===== src/rtl/mem_responder.sv =====
// Memory-side responder for the multicycle CPU: boot loader port, registered read-first RAM,
// and optional memory-mapped I/O at the top of the address space (enabled by MEM_MMIO_EN).
module mem_responder #(
  parameter int unsigned WIDTH  = 16,
  parameter int unsigned ADDR_W = 8
) (
  input  logic              clk,
  input  logic              reset,
  input  logic [ADDR_W-1:0] addr,
  input  logic [WIDTH-1:0]  wdata,
  input  logic              we_mem,
  output logic [WIDTH-1:0]  rdata,
  input  logic              ld_valid,
  output logic              ld_ready,
  input  logic [ADDR_W-1:0] ld_addr,
  input  logic [WIDTH-1:0]  ld_data,
  input  logic              ld_last,
  output logic              cpu_reset,
  output logic              running,
  input  logic [WIDTH-1:0]  io_in,
  output logic [WIDTH-1:0]  io_out
);

  localparam int unsigned DEPTH = 2 ** ADDR_W;

  typedef enum logic {
    BOOT = 1'b0,
    RUN  = 1'b1
  } state_t;

  state_t            state;
  logic [WIDTH-1:0]  mem [DEPTH];
  logic              ld_beat;
  logic              cpu_wr;
  logic              mmio_sel;
  logic [WIDTH-1:0]  rd_word;

`ifdef MEM_MMIO_EN
  localparam logic [ADDR_W-1:0] ADDR_OUT = {ADDR_W{1'b1}};
  localparam logic [ADDR_W-1:0] ADDR_IN  = {ADDR_W{1'b1}} - ADDR_W'(1);
  localparam logic [ADDR_W-1:0] ADDR_CYC = {ADDR_W{1'b1}} - ADDR_W'(2);

  logic [WIDTH-1:0] io_out_q;
  logic [WIDTH-1:0] cyc_cnt;
  logic [WIDTH-1:0] in_sync1;
  logic [WIDTH-1:0] in_sync2;

  assign mmio_sel = (addr == ADDR_OUT) || (addr == ADDR_IN) || (addr == ADDR_CYC);

  // MMIO registers shadow the RAM at their addresses for CPU reads
  always_comb begin
    rd_word = mem[addr];
    if (addr == ADDR_OUT) begin
      rd_word = io_out_q;
    end else if (addr == ADDR_IN) begin
      rd_word = in_sync2;
    end else if (addr == ADDR_CYC) begin
      rd_word = cyc_cnt;
    end
  end

  // Output port, input synchronizer and free-running RUN cycle counter (write clears)
  always_ff @(posedge clk) begin
    if (reset) begin
      io_out_q <= '0;
      cyc_cnt  <= '0;
      in_sync1 <= '0;
      in_sync2 <= '0;
    end else begin
      in_sync1 <= io_in;
      in_sync2 <= in_sync1;
      if (state == RUN && we_mem && addr == ADDR_OUT) begin
        io_out_q <= wdata;
      end
      if (state == RUN) begin
        if (we_mem && addr == ADDR_CYC) begin
          cyc_cnt <= '0;
        end else begin
          cyc_cnt <= cyc_cnt + WIDTH'(1);
        end
      end
    end
  end

  assign io_out = io_out_q;
`else
  logic unused_io_in;

  assign mmio_sel     = 1'b0;
  assign rd_word      = mem[addr];
  assign io_out       = '0;
  assign unused_io_in = ^io_in;
`endif

  // Writes are dropped in the reset cycle so a mid-run reset cannot corrupt the program
  assign ld_beat = (state == BOOT) && ld_valid && ld_ready && !reset;
  assign cpu_wr  = (state == RUN) && we_mem && !mmio_sel && !reset;

  // RAM keeps its contents across reset
  always_ff @(posedge clk) begin
    if (ld_beat) begin
      mem[ld_addr] <= ld_data;
    end else if (cpu_wr) begin
      mem[addr] <= wdata;
    end
  end

  // Boot/run sequencing; status outputs follow the state one cycle later
  always_ff @(posedge clk) begin
    if (reset) begin
      state     <= BOOT;
      rdata     <= '0;
      cpu_reset <= 1'b1;
      ld_ready  <= 1'b1;
      running   <= 1'b0;
    end else begin
      rdata     <= rd_word;
      cpu_reset <= (state == BOOT);
      ld_ready  <= (state == BOOT);
      running   <= (state == RUN);
      if (ld_beat && ld_last) begin
        state <= RUN;
      end
    end
  end

endmodule


===== config.mk =====
export PLATFORM = sky130hd
export DESIGN_NAME = mem_responder
export DESIGN_NICKNAME = d
export VERILOG_FILES = /design/src/rtl/mem_responder.sv
export SDC_FILE = /design/constraint.sdc
export NUM_CORES = 2
export LEC_CHECK = 0
export BUFFER_PORTS_ARGS = -buffer_cell sky130_fd_sc_hd__buf_2
export CORE_MARGIN = 10
export CORE_UTILIZATION = 57
export CTS_CLUSTER_DIAMETER = 80
export DETAILED_ROUTE_END_ITERATION = 8
export PLACE_DENSITY = 0.73
export SLEW_MARGIN = 30
export SYNTH_ARGS = -nofsm -noshare
export SYNTH_HDL_FRONTEND = slang
export SYNTH_SLANG_ARGS = --single-unit

===== constraint.sdc =====
create_clock -name clk -period 6.7 [get_ports clk]
set_input_delay 1.34 -clock clk [delete_from_list [all_inputs] [get_ports clk]]
set_output_delay 1.34 -clock clk [all_outputs]
set_load 0.03 [all_outputs]

==> impl_metrics.ini <==
[run_status]
status = finished clean

[drt]
wl_per_cell_um = 35.0
vias_per_cell = 6.78
vias = 82900
dr.first_iter.drc_count = 12300
dr.pass1.iters = 9
finalWirelength_um = 427000
ant_nets = 0
drc = 0

[clocking]
clk_pin_slew_ns = 0.06
cts_max_level = 5
clock_latency_ns = 0.98
cts_tree = yes
cts.repair.resized = 0
cts_hold_buf = 0
cts-root-buf = clkbuf_16
cts_buffers = 397
cts.path.max_buffers = 4
postCtsSetupRepairBufs = 0
cts_sinks = 4115

[global_route]
use_met3_pct = 7.71
grt_pass1_wl_um = 606000
grt_max_degree = 189
antenna_found_initial = 37
overflow = 0
track_usage_pct = 27.8
use_met1_pct = 37.6
grt_pass1_vias = 81700
grtUsageMet2_pct = 42.5
top_usage_layer = met2

[cells_and_area]
nets = 8210
finalNonFillerCells = 12200
final_core_util_pct = 64.2
regArea_um2 = 123000
multi_input_area_um2 = 33600
area_growth_syn_to_layout_pct = 12.0
drive_gt1_share_pct = 21.7
fillerInstances = 18000

[logic_synthesis]
synth_edf_count = 4096
synth_area_leaders = edfxtp_1, mux4_2, mux2i_1
synth-seq-cells = 4115
seq_area_frac_synth_pct = 77.0
syn_inst = 7646
mappedNetlistArea_um2 = 160000
synth.top_cell.area_share_pct = 76.8
async_reset_ff_share_pct = 0
synth.avg_cell_area_um2 = 21.0
yosys_warnings = 0
ys.flop_type = edfxtp_1
yosysTopAreaCell = edfxtp_1
synth_cell_type_count = 77

[die]
chipHeight_um = 550
die_w_um = 550
boundaryPins = 104
row_count = 194
initial_core_util_pct = 57.3
die-area_um2 = 303000
core_um2 = 280000

[sta]
tightest_slew_ns = 1.12
fin_skew_ns = 0.101
fmax_ghz = 0.210
hold_viol = 0
fin_crit_sh_pct = 70.9
period_minus_slack_ns = 4.75
setup_viol = 0
setup_tns_ns = 0
grt_setup_unrepaired = no
slew_headroom_pct = 25.2
drv_slew = 0

[worst_setup_path]
cp-end-kind = flip-flop
cp-start-kind = input pin
crit_chain = buf_8 > nand2b_4 > buf_4 > o221ai_1 > o22ai_1 > a2111oi_1 > nand4_1 > o22ai_2
max_stage_delay_ns = 0.87
cp_data_arrival_time_ns = 5.61
cpLargestDelayFamily = compound AO/OA/AOI/OAI gates
crit_slowest_cell = a2111oi_1
crit_buf_inv = 2
crit_type = input pin to flip-flop
cp_max_fo = 58
required_ns = 7.56

[place]
portBuffers = 71
place_congestion = 0.882
dpl.cell_count = 11500
post-dp-hpwl_um = 261000

[pwr]
p_leak_nw = 57.6
powerDensity_nw_per_um2 = 300
peakVddDrop_uv = 236

[worst_hold_path]
min_path_type = flip-flop to flip-flop

[flow_run]
maxCapViolations = 0
==> path summary, 6_finish.rpt <==
check | start | to | slack (ns) | cells after the start
hold / removal | state$_SDFFE_PP0P_ | running$_SDFF_PP0_ | 0.56 | 1
setup / recovery | addr[1] | rdata[1]$_SDFF_PP0_ | 1.95 | 8
setup reg to reg | state$_SDFFE_PP0P_ | mem[67][15]$_DFFE_PP_ | 2.57 | 7
hold reg to reg | state$_SDFFE_PP0P_ | running$_SDFF_PP0_ | 0.56 | 1
==> where the power goes <==
| part | switching (mW) | internal [mW] |
|---|---|---|
| sequential | 0.0357 | 28.5 |
| combinational | 1.96 | 0.804 |
| clock | 9.70 | 12.8 |
| total | 11.7 | 42.1 |
==> placed cells by master (no fill, tap or decap), types with 46 or more instances in the layout <==
cell and count:
nand2_1 160, nor3_1 131, mux4_2 624, a22oi_1 162, mux4_1 119, clkinv_1 70
clkbuf_16 399, o221ai_1 199, nor2_1 294, o21ai_0 54, nand3_1 119, clkbuf_1 94
clkinv_2 78, a21oi_1 102, bufinv_16 46, buf_2 67, o22ai_1 142, edfxtp_1 4096
buf_4 445, mux2i_1 580
==> Yosys cell counts, drive strengths merged, types with 6 or more instances <==
cell / instances
o22ai: 146
a2111oi: 20
edfxtp: 4096
nand4: 36
dfxtp: 19
mux2: 9
nand3: 120
nor2: 296
nand2: 177
clkbuf: 178
a21oi: 103
o311ai: 6
o32ai: 10
nor3: 132
nor2b: 9
and3: 7
or3: 16
mux2i: 580
buf: 301
nand2b: 19
a22o: 12
or2: 6
o31ai: 7
o21ai: 65
nor4: 19
nand3b: 12
a211oi: 38
a22oi: 162
mux4: 743
and2: 24
a31oi: 11
o221ai: 209
a221oi: 10
==> per-layer routing <==
layer	wire length, um	share of wire [%]	vias up
li1	-	-	33200
met1	150000	35	43000
met2	199000	46	5603
met3	53700	13	1046
met4	24200	5.7	25
met5	339	0.079	-
==> state kept, by name, summed over array words and instances, names as in the netlist <==
| register | count |
|---|---|
| mem | 4096 |
| running | 1 |
| rdata | 16 |
| cpu_reset | 1 |
| state | 1 |
==> metrics by stage <==
| step | hold WS [ns] | power [mW] | instance area [um^2] | worst slack (ns) |
|---|---|---|---|---|
| after floorplan | 0.486 | 30.8 | 160000 | 0.543 |
| after global placement | 0.512 | 31.7 | 166000 | 1.18 |
| after detailed placement | 0.543 | 31.8 | 166000 | 1.31 |
| after CTS | 0.555 | 53.9 | 179000 | 2.28 |
| after global routing | 0.580 | 55.0 | 179000 | 2.16 |
| final | 0.562 | 53.8 | 179000 | 1.95 |
==> kinds of logic after synthesis <==
logic type / synth area share [%]
flops: 77.0
mux: 14.4
simple gates: 2.62
compound gates: 3.76
buf+inv: 2.21
other cells: 0.00234
==> cell type report <==
cell class                 instances  share of cell area (%)
multi-input combinational       3062                    18.7
clock buffer                     493                    5.76
timing repair buffer             560                    2.58
tap                             3724                    2.60
sequential                      4115                    68.7
clock inverter                   241                    1.56
inverter                           5                  0.0125
antenna                           16                  0.0223
Note: power is estimated with default switching activity, not from simulation.
